[src/rtl/vga_pkg.sv]
// Shared VGA types and 640x480@60 timing constants for the scan driver.
package vga_pkg;

    localparam int unsigned VGA_H_ACTIVE = 640;
    localparam int unsigned VGA_H_FP     = 16;
    localparam int unsigned VGA_H_SYNC   = 96;
    localparam int unsigned VGA_H_BP     = 48;
    localparam int unsigned VGA_V_ACTIVE = 480;
    localparam int unsigned VGA_V_FP     = 10;
    localparam int unsigned VGA_V_SYNC   = 2;
    localparam int unsigned VGA_V_BP     = 33;

    localparam int unsigned COORD_W = 11;

    typedef struct packed {
        logic [7:0] r;
        logic [7:0] g;
        logic [7:0] b;
    } rgb_t;

    typedef struct packed {
        logic hs;
        logic vs;
        logic active;
        logic fs;
        logic ls;
    } vga_status_t;

    // Tuple used to pre-fill the delay line: blanked, no sync, no pulses.
    localparam vga_status_t STATUS_BLANK = '{hs: 1'b0, vs: 1'b0, active: 1'b0, fs: 1'b0, ls: 1'b0};

    // Half-open window test lo <= c < hi on a raw counter value.
    function automatic logic in_window(input logic [COORD_W-1:0] c,
                                       input logic [COORD_W-1:0] lo,
                                       input logic [COORD_W-1:0] hi);
        return (c >= lo) && (c < hi);
    endfunction

endpackage

[src/rtl/vga_delay_line.sv]
// Enable-gated shift register with asynchronous clear to a supplied value.
module vga_delay_line #(
    parameter int unsigned DEPTH = 1,
    parameter int unsigned WIDTH = 1
) (
    input  logic             i_clk,
    input  logic             i_rst_n,
    input  logic             i_en,
    input  logic [WIDTH-1:0] i_rst_val,
    input  logic [WIDTH-1:0] i_d,
    output logic [WIDTH-1:0] o_q
);

    // Stage 0 occupies the low WIDTH bits; the oldest entry sits at the top.
    logic [DEPTH*WIDTH-1:0] chain_reg;
    logic [DEPTH*WIDTH-1:0] chain_next;

    generate
        if (DEPTH == 1) begin : g_single
            assign chain_next = i_d;
        end else begin : g_multi
            assign chain_next = {chain_reg[(DEPTH-1)*WIDTH-1:0], i_d};
        end
    endgenerate

    // Shift one entry per enabled tick; clear every stage to the reset tuple.
    always_ff @(posedge i_clk or negedge i_rst_n) begin
        if (!i_rst_n) begin
            chain_reg <= {DEPTH{i_rst_val}};
        end else if (i_en) begin
            chain_reg <= chain_next;
        end
    end

    assign o_q = chain_reg[DEPTH*WIDTH-1 -: WIDTH];

endmodule

[src/rtl/vga_scan_driver.sv]
// VGA pixel-timing source: issues scan coordinates to the renderer chain and
// re-aligns the returned RGB with HS/VS/BLANK after a fixed pipeline delay.
module vga_scan_driver
    import vga_pkg::*;
#(
    parameter int unsigned H_ACTIVE   = VGA_H_ACTIVE,
    parameter int unsigned H_FP       = VGA_H_FP,
    parameter int unsigned H_SYNC     = VGA_H_SYNC,
    parameter int unsigned H_BP       = VGA_H_BP,
    parameter int unsigned V_ACTIVE   = VGA_V_ACTIVE,
    parameter int unsigned V_FP       = VGA_V_FP,
    parameter int unsigned V_SYNC     = VGA_V_SYNC,
    parameter int unsigned V_BP       = VGA_V_BP,
    parameter bit          HS_POL     = 1'b0,
    parameter bit          VS_POL     = 1'b0,
    parameter int unsigned PIPE_DELAY = 1
) (
    input  logic        i_clk,
    input  logic        i_rst_n,
    input  logic        i_pix_en,
    input  logic [7:0]  i_VGA_R,
    input  logic [7:0]  i_VGA_G,
    input  logic [7:0]  i_VGA_B,
    output logic [10:0] o_VGA_X,
    output logic [10:0] o_VGA_Y,
    output logic        o_req_active,
    output logic [7:0]  o_VGA_R,
    output logic [7:0]  o_VGA_G,
    output logic [7:0]  o_VGA_B,
    output logic        o_VGA_HS,
    output logic        o_VGA_VS,
    output logic        o_VGA_BLANK_N,
    output logic        o_VGA_SYNC_N,
    output logic        o_frame_start,
    output logic        o_line_start
);

    localparam int unsigned H_TOTAL  = H_ACTIVE + H_FP + H_SYNC + H_BP;
    localparam int unsigned V_TOTAL  = V_ACTIVE + V_FP + V_SYNC + V_BP;
    localparam int unsigned STATUS_W = $bits(vga_status_t);

    localparam logic [10:0] H_LAST   = 11'(H_TOTAL - 1);
    localparam logic [10:0] V_LAST   = 11'(V_TOTAL - 1);
    localparam logic [10:0] H_ACT    = 11'(H_ACTIVE);
    localparam logic [10:0] V_ACT    = 11'(V_ACTIVE);
    localparam logic [10:0] HS_START = 11'(H_ACTIVE + H_FP);
    localparam logic [10:0] HS_END   = 11'(H_ACTIVE + H_FP + H_SYNC);
    localparam logic [10:0] VS_START = 11'(V_ACTIVE + V_FP);
    localparam logic [10:0] VS_END   = 11'(V_ACTIVE + V_FP + V_SYNC);

    // The counters themselves are the registered request coordinate.
    logic [10:0] h_reg, v_reg;
    logic [10:0] h_next, v_next;
    logic        req_active_reg;

    rgb_t                in_rgb;
    rgb_t                rgb_reg;
    logic                blank_n_reg, hs_reg, vs_reg;
    logic                frame_start_reg, line_start_reg;
    vga_status_t         st_now;
    vga_status_t         st_d;
    logic [STATUS_W-1:0] st_d_bits;

    assign in_rgb = '{r: i_VGA_R, g: i_VGA_G, b: i_VGA_B};

    // Next raster position: h wraps at line end, v advances on h wrap.
    always_comb begin
        h_next = (h_reg == H_LAST) ? 11'd0 : h_reg + 11'd1;
        v_next = v_reg;
        if (h_reg == H_LAST) begin
            v_next = (v_reg == V_LAST) ? 11'd0 : v_reg + 11'd1;
        end
    end

    // Request timeline: advance the scan position once per pixel tick.
    always_ff @(posedge i_clk or negedge i_rst_n) begin
        if (!i_rst_n) begin
            h_reg          <= 11'd0;
            v_reg          <= 11'd0;
            req_active_reg <= 1'b1;
        end else if (i_pix_en) begin
            h_reg          <= h_next;
            v_reg          <= v_next;
            req_active_reg <= (h_next < H_ACT) && (v_next < V_ACT);
        end
    end

    // Status of the coordinate currently presented to the renderers.
    always_comb begin
        st_now        = STATUS_BLANK;
        st_now.hs     = in_window(h_reg, HS_START, HS_END);
        st_now.vs     = in_window(v_reg, VS_START, VS_END);
        st_now.active = req_active_reg;
        st_now.fs     = (h_reg == 11'd0) && (v_reg == 11'd0);
        st_now.ls     = (h_reg == 11'd0) && (v_reg < V_ACT);
    end

    // The output register is the last stage of the pipeline, so only
    // PIPE_DELAY-1 extra stages sit between the request and the output.
    generate
        if (PIPE_DELAY > 1) begin : g_delay
            vga_delay_line #(
                .DEPTH (PIPE_DELAY - 1),
                .WIDTH (STATUS_W)
            ) u_status_dly (
                .i_clk     (i_clk),
                .i_rst_n   (i_rst_n),
                .i_en      (i_pix_en),
                .i_rst_val (STATUS_BLANK),
                .i_d       (st_now),
                .o_q       (st_d_bits)
            );
        end else begin : g_no_delay
            assign st_d_bits = st_now;
        end
    endgenerate

    assign st_d = st_d_bits;

    // Output stage: sample RGB with the matching delayed status; pulses last one clock.
    always_ff @(posedge i_clk or negedge i_rst_n) begin
        if (!i_rst_n) begin
            rgb_reg         <= '0;
            blank_n_reg     <= 1'b0;
            hs_reg          <= !HS_POL;
            vs_reg          <= !VS_POL;
            frame_start_reg <= 1'b0;
            line_start_reg  <= 1'b0;
        end else begin
            frame_start_reg <= 1'b0;
            line_start_reg  <= 1'b0;
            if (i_pix_en) begin
                rgb_reg         <= st_d.active ? in_rgb : '0;
                blank_n_reg     <= st_d.active;
                hs_reg          <= st_d.hs ? HS_POL : !HS_POL;
                vs_reg          <= st_d.vs ? VS_POL : !VS_POL;
                frame_start_reg <= st_d.fs;
                line_start_reg  <= st_d.ls;
            end
        end
    end

    assign o_VGA_X       = h_reg;
    assign o_VGA_Y       = v_reg;
    assign o_req_active  = req_active_reg;
    assign o_VGA_R       = rgb_reg.r;
    assign o_VGA_G       = rgb_reg.g;
    assign o_VGA_B       = rgb_reg.b;
    assign o_VGA_HS      = hs_reg;
    assign o_VGA_VS      = vs_reg;
    assign o_VGA_BLANK_N = blank_n_reg;
    assign o_VGA_SYNC_N  = 1'b0;
    assign o_frame_start = frame_start_reg;
    assign o_line_start  = line_start_reg;

endmodule

[config.mk]
export PLATFORM = sky130hd
export DESIGN_NAME = vga_scan_driver
export DESIGN_NICKNAME = d
export VERILOG_FILES = /design/src/rtl/vga_pkg.sv /design/src/rtl/vga_delay_line.sv /design/src/rtl/vga_scan_driver.sv
export SDC_FILE = /design/constraint.sdc
export NUM_CORES = 1
export LEC_CHECK = 0
export CAP_MARGIN = 20
export CORE_MARGIN = 4
export CORE_UTILIZATION = 45
export CTS_BUF_LIST = sky130_fd_sc_hd__clkbuf_16
export DETAILED_ROUTE_END_ITERATION = 10
export PLACE_DENSITY = 0.86
export SLEW_MARGIN = 5
export SYNTH_ARGS = -nofsm -noshare
export SYNTH_HDL_FRONTEND = slang
export SYNTH_SLANG_ARGS = --single-unit
export TNS_END_PERCENT = 50
[constraint.sdc]
create_clock -name i_clk -period 2.6 [get_ports i_clk]
set_clock_uncertainty 0.15 [all_clocks]
set_input_delay 0.52 -clock i_clk [delete_from_list [all_inputs] [get_ports i_clk]]
set_output_delay 0.52 -clock i_clk [all_outputs]
set_load 0.01 [all_outputs]
Yosys cells after proc, flatten, opt, wreduce, memory -nomap -nowiden --
Index checks and enable logic that the tools add are counted.
Operators by class: reductions and logical operators 7, equal/unequal tests 2, add/subtract/negate cells 2, multiplexer cells 8, $lt $le $gt $ge 7
Operator list (number):
- $lt 11x9->1 const B | 3
- $mux 11 | 3
- $mux 24 | 1
- $add 11x1->11 const B | 2
- $eq 11x10->1 const B | 2
- $logic_not 11->1 | 2
- $lt 11x10->1 const B | 2
- $ge 11x10->1 const B | 1
- $ge 11x9->1 const B | 1
- $logic_and 1x1->1 | 5
- $mux 1 | 4
Word-level totals: input port bits 27, output and inout port bits 53, logic and storage cells 37, register bits after elaboration 52

Logic depth before layout (Yosys ltp) --
Gate-level depths: netlist of run 1.
depth in word-level cells 5, gate-level depth with buffers 6, depth with buffers taken out 6

Worst setup path before layout of run 1 --
Ideal clock, no wire load.
kind register to register, start register h_reg[0], in the netlist o_VGA_X[0], end register req_active_reg, in the netlist o_req_active, buffers on the path 0, data required time 2365 ps, clock period less this slack 2136 ps, stages on the path, launching flop included 7, arrival 1901 ps, setup slack 464 ps, setup time 85 ps, path through dfrtp_1 -> ha_1 -> nand4_2 -> or4_4 -> or3_1 -> nand3_1 -> o41ai_2
On the way: cells in the longest elaborated chain, start to end 4, elaborated cells on any way between the ends 7, those cells by class 1 x add/sub; 2 x order compare; 1 x eq/ne; 2 x mux; 1 x reduce/logical
Ends and longest elaborated chain:
- start: declaration | line vga_scan_driver.sv:52 | logic [10:0] h_reg, v_reg;
- start signal: assignment | line vga_scan_driver.sv:82 | h_reg <= h_next;
- $add 11x1->11 or $eq 11x10->1 (tied branches) | line vga_scan_driver.sv:68, vga_scan_driver.sv:70
- $mux 11 (on tied branches) | line vga_scan_driver.sv:68, vga_scan_driver.sv:70
- $lt 11x10->1 or $lt 11x9->1 (tied branches) | line vga_scan_driver.sv:84 | req_active_reg <= (h_next < H_ACT) && (v_next < V_ACT);
- $logic_and 1x1->1 * | line vga_scan_driver.sv:84
- end signal: assignment | line vga_scan_driver.sv:84
- end: declaration | line vga_scan_driver.sv:54 | logic req_active_reg;
Mark *: on every way between the ends. The rest lies on a longest branch, timed or not. A chain may end at the register's enable or synchronous reset.

Final worst setup path of run 1 --
Ends and elaborated chain as after synthesis.

==> results of run 1 <==
## kinds of logic (layout without fill, tap and decap cells)
logic type                 count (synthesis)  in the layout
and+or+nand+nor                          112            112
DFF                                       52             52
buffers and inverters                     49            121
AOI/OAI and AO/OA                         48             48
xor gates and xnor gates                  14             14
adders and majority gates                  5              5
muxes                                      4              4
other                                      1              1
## synth_stat cells, drive strengths merged, types with 2 or more instances
| cell | count | area [µm²] |
|---|---|---|
| xor2 | 3 | 26.28 |
| a21oi | 2 | 10.01 |
| dfrtp | 49 | 1226 |
| and4b | 2 | 20.02 |
| nand4bb | 2 | 38.79 |
| dfstp | 3 | 78.83 |
| o31ai | 3 | 22.52 |
| or3 | 2 | 12.51 |
| and4 | 3 | 26.28 |
| nand2 | 16 | 60.06 |
| a31oi | 2 | 12.51 |
| ha | 5 | 62.56 |
| mux2 | 3 | 33.78 |
| nand4 | 8 | 56.30 |
| clkbuf | 10 | 38.78 |
| o21ai | 34 | 170.2 |
| nor3 | 6 | 30.03 |
| buf | 9 | 70.06 |
| inv | 30 | 112.6 |
| nand3 | 35 | 175.2 |
| nand2b | 2 | 12.51 |
| nor4 | 5 | 52.55 |
| nand4b | 3 | 26.28 |
| xnor2 | 11 | 96.34 |
| nor2b | 5 | 31.28 |
| nor2 | 16 | 60.06 |
| o22ai | 2 | 12.51 |
## through the flow
stage	util, %	power (µW)	cells
floorplan	-	1266	285
global placement	62.01	1506	421
detailed placement	62.01	1526	421
CTS	64.67	2201	429
global route	64.67	2301	429
finish	64.67	2178	429
## power by group through the flow
stage	Combinational, µW	Sequential [µW]	Clock, µW
final	495	1010	670
after floorplan	253	1010	0
after global placement	489	1020	0
after detailed placement	500	1030	0
after global routing	537	1030	732
after CTS	503	1010	687
## path summary, 6_finish.rpt
path	end	slack, ns	from
worst max-delay path	o_req_active	0.32	o_VGA_X[0]
worst min-delay path	o_VGA_X[5]	0.07	i_rst_n
worst max register to register	o_req_active	0.32	o_VGA_X[0]
worst min register to register	o_VGA_HS	0.35	o_VGA_HS
max in group asynchronous	o_req_active	1.61	i_rst_n
min in group i_clk	o_VGA_HS	0.35	o_VGA_HS
## registers in the layout, summed over array words and instances (netlist names)
signal         count
o_VGA_G            8
o_VGA_BLANK_N      1
o_req_active       1
o_VGA_HS           1
o_VGA_R            8
o_line_start       1
o_frame_start      1
o_VGA_Y           11
o_VGA_B            8
o_VGA_VS           1
o_VGA_X           11
## layer usage
| metal | vias to the layer above | track usage (%) |
|---|---|---|
| met3 | 6 | 3.301 |
| met1 | 1128 | 25.25 |
| met5 | - | 0 |
| li1 | 1122 | - |
| met4 | 0 | 4.892 |
| met2 | 78 | 32.56 |
## layout make-up
class	instances	share of cell area (%)
tap	72	2.469
inverter	30	3.086
timing repair buffer	83	22.50
multi-input combinational	184	32.06
clock inverter	3	0.6859
sequential	52	35.77
clock buffer	5	3.429
==> results.yml, run 1 <==
run_status:
  status: "completed"
synth:
  syn-num-nets: 317
  synth.mux.area_fraction_pct: 1.624
  synth_xor_area_share_pct: 4.548
  synth_area_um2: 2696
  synth_simple_gate_area_share_pct: 24.50
  synth_top_family_by_area: "simple AND/OR/NAND/NOR gates"
  avgSynthCellArea_um2: 9.461
  yosys_warnings: 0
  synth_compound_area_share_pct: 10.26
  ys.flop_type: "dfrtp_1"
  ys_ff_latch: 52
  ys_types: 50
  ys_seq_area_share_pct: 48.40
  synth-edff-count: 0
  syn_inst: 285
  synth_fa_ha_area_share_pct: 2.320
  async_flop_share_pct: 100.0
setup_path:
  critPathRequiredTime_ns: 2.65
  path_buf_inv: 0
  slowest_delay_ns: 0.58
  worstSetupEndpointType: "flop"
  reg2reg_depth: 6
  path_cells: "ha_1 > nand4_2 > or4_4 > o21ai_1 > nand3_1 > o41ai_2"
  cp_slowest_cell: "or4_4"
  crit_family: "simple AND/OR/NAND/NOR gates"
  worstPathArrival_ns: 2.33
  path_class: "flop to flop"
  crit_path_start_kind: "flop"
  critPathMaxFanout: 6
  path_depth: 6
power:
  p_int_uw: 1535
  power_frac_comb_pct: 22.7
  clkPwrFrac_pct: 30.8
  pwr-share-seq_pct: 46.5
  p_per_area_nw_per_um2: 597.0
  p_switching_uw: 643.8
  p_leak_uw: 0.001549
  ir_worst_vdd_mv: 0.3862
  switching_share_pct: 29.55
sta:
  fin_crit_sh_pct: 87.78
  rsz0062_at_grt: "false"
  relSlewSlack_pct: 59.98
  worst_pin_slew_ns: 0.5948
  finalHoldViolations: 0
  post-route-min-period_ns: 2.282
  fmaxAchievable_mhz: 438.2
  setup_ws_ns: 0.3178
  tns_ns: 0
  hold_ws_ns: 0.07031
  drv_slew: 0
  setup_viol: 0
cts:
  cts-buffers-inserted: 5
  root_buffer: "clkbuf_16"
  hold_buffers: 0
  htreeDepth: 2
  clock_path_buffers: 2
  cts_resized: 0
  cts_tree: "done"
  postCtsSetupBuffers: 0
  cts.sinks: 52
  clk_pin_slew_worst_paths_ns: 0.07
  clk_latency_ns: 0.29
min_path:
  hold_class: "input port to async pin"
floorplanning:
  row_count: 27
  start_util_pct: 47.79
  die_h_um: 85.41
  core_area_um2: 5642
  die_w_um: 85.41
  io_pins: 80
  dieArea_um2: 7294
finish:
  syn_to_final_growth_pct: 35.31
  nets: 388
  regArea_um2: 1305
  layout_common_cells: "clkdlybuf4s50_1, dfrtp_1, nand3_1, o21ai_0, inv_1"
  n_fill_cell: 471
  drive_gt1_share_pct: 8.123
  design_area_um2: 3649
  diodes: 0
  multi_input_area_um2: 1170
  final_common_cell: "clkdlybuf4s50_1"
grt:
  grt_pass1_wl_um: 11230
  grtUsageTotal_pct: 19.14
  grt_pass1_vias: 2266
  grt_max_degree: 56
  overflow: 0
  antenna_found_initial: 0
job:
  maxCapViolCount: 0
route:
  vias_per_cell: 5.441
  drt_first_iter_violations: 88
  wl_met1_um: 2846
  drt-pass1-iter-count: 4
  wl_met2_um: 3441
  wl_per_cell_um: 15.78
  drc: 0
  met3_length_um: 409
  top_layer_used: "met4"
  num_vias: 2334
  wirelength_um: 6768
  drtAntennaViolNets: 0
placed_design:
  place.port_buffers: 78
  dpl_cell_area_um2: 3498
  dp_slack_ns: 0.3565
  place_congestion: 0.8416
  dpl.hpwl_um: 4927
No activity file was read; power rests on OpenSTA's default activity.
==> inputs of run 2 (changes only) <==
--- a/config.mk
+++ b/config.mk
@@ -8,7 +8,7 @@
 export CAP_MARGIN = 20
 export CORE_MARGIN = 4
 export CORE_UTILIZATION = 45
-export CTS_BUF_LIST = sky130_fd_sc_hd__clkbuf_16
+export CTS_BUF_LIST = sky130_fd_sc_hd__clkbuf_8
 export DETAILED_ROUTE_END_ITERATION = 10
 export PLACE_DENSITY = 0.86
 export SLEW_MARGIN = 5
==> results.yml, run 2 (synthesis results as in run 1) <==
run_status:
  status: "completed"
power:
  clkPwrFrac_pct: 24.3
  p_int_uw: 1367
  p_per_area_nw_per_um2: 552.9
  ir_worst_vdd_mv: 0.3458
  p_leak_uw: 0.001523
  switching_share_pct: 31.19
  power_frac_comb_pct: 24.9
  p_switching_uw: 619.4
  pwr-share-seq_pct: 50.9
cts:
  cts-buffers-inserted: 5
  postCtsSetupBuffers: 0
  hold_buffers: 0
  cts.sinks: 52
  htreeDepth: 2
  clock_path_buffers: 2
  clk_latency_ns: 0.30
  clk_pin_slew_worst_paths_ns: 0.10
  root_buffer: "clkbuf_8"
  cts_resized: 0
  cts_tree: "done"
grt:
  overflow: 0
  grt_pass1_wl_um: 11200
  grtUsageTotal_pct: 18.84
  grt_max_degree: 56
  grt_pass1_vias: 2253
  grt_util_met2_pct: 31.71
  grt-busiest-layer: "met2"
  met3_usage_pct: 2.718
  antenna_found_initial: 0
  grt_util_met1_pct: 25.43
sta:
  fmaxAchievable_mhz: 440.2
  relSlewSlack_pct: 62.41
  hold_ws_ns: 0.04878
  post-route-min-period_ns: 2.272
  finalHoldViolations: 0
  fin_crit_sh_pct: 87.38
  tns_ns: 0
  setup_viol: 0
  drv_slew: 0
  worst_pin_slew_ns: 0.5587
  rsz0062_at_grt: "false"
floorplanning:
  row_count: 27
  die_h_um: 85.41
  die_w_um: 85.41
  start_util_pct: 47.79
  dieArea_um2: 7294
  io_pins: 80
  core_area_um2: 5642
placed_design:
  dpl.hpwl_um: 4927
  place_congestion: 0.8416
  place.port_buffers: 78
finish:
  diodes: 0
  regArea_um2: 1305
  nets: 388
  final_common_cell: "clkdlybuf4s50_1"
  syn_to_final_growth_pct: 33.23
  multi_input_area_um2: 1170
  layout_common_cells: "clkdlybuf4s50_1, dfrtp_1, nand3_1, o21ai_0, inv_1"
  drive_gt1_share_pct: 8.123
  n_fill_cell: 482
setup_path:
  ff2ff_setup_slack_ns: 0.33
  critPathMaxFanout: 6
  worstPathArrival_ns: 2.34
  slowest_delay_ns: 0.58
  path_buf_inv: 0
  crit_path_start_kind: "flop"
  crit_family: "simple AND/OR/NAND/NOR gates"
  critPathRequiredTime_ns: 2.67
  worstSetupEndpointType: "flop"
  path_class: "flop to flop"
  path_cells: "ha_1 > nand4_2 > or4_4 > o21ai_1 > nand3_1 > o41ai_2"
  cp_slowest_cell: "or4_4"
route:
  drt_first_iter_violations: 118
  num_vias: 2317
  drtAntennaViolNets: 0
  wl_per_cell_um: 15.45
  vias_per_cell: 5.401
  wirelength_um: 6628
  drt-pass1-iter-count: 4
  drc: 0
job:
  maxCapViolCount: 0
min_path:
  hold_class: "input port to async pin"
## run 2: layout make-up
class	count	share of cell area, %
well taps	72	2.508
multi-input cells	184	32.57
clock buffers	5	1.916
flip-flops and latches	52	36.33
repair buffers	83	22.85
clock inverters	3	0.6966
inverters	30	3.135
## run 2: routing by layer
metal  vias to the layer above  part of all wire (%)  wire (µm)
met5                         -                     0          0
met4                         0                   1.3         83
met3                         7                   5.5        362
met2                        65                    51       3389
met1                      1122                    42       2793
li1                       1123                     -          -
## run 2: worst register-to-register path, cell delays in order, from the launching register on
cell and delay, ns:
dfrtp_1 0.44, ha_1 0.26, nand4_2 0.21, or4_4 0.58, o21ai_1 0.15, nand3_1 0.11
o41ai_2 0.29
## run 2: through the flow
stage | setup slack [ns] | std cells | cell area [µm²] | total power, µW | utilization (%)
finish | 0.3282 | 429 | 3592 | 1986 | 63.67
global route | 0.2117 | 429 | 3592 | 2109 | 63.67
CTS | 0.3344 | 429 | 3592 | 2011 | 63.67
detailed placement | 0.3565 | 421 | 3498 | 1526 | 62.01
global placement | 0.4377 | 421 | 3498 | 1506 | 62.01
floorplan | 0.4641 | 285 | 2696 | 1266 | -
## run 2: path summary, 6_finish.rpt
check / startpoint / cells after the start / endpoint
hold reg to reg: o_VGA_HS / 2 / o_VGA_HS
setup / recovery: o_VGA_X[0] / 6 / o_req_active
max in group asynchronous: i_rst_n / 2 / o_req_active
min in group i_clk: o_VGA_HS / 2 / o_VGA_HS
hold / removal: i_rst_n / 1 / o_VGA_X[5]
setup reg to reg: o_VGA_X[0] / 6 / o_req_active
## run 2: power groups by stage
stage	logic, µW	registers, µW	clock network, µW
2_1_floorplan	253	1010	0
3_3_place_gp	489	1020	0
3_5_place_dp	500	1030	0
4_1_cts	502	1010	498
5_1_grt	537	1030	540
6_report	494	1010	482
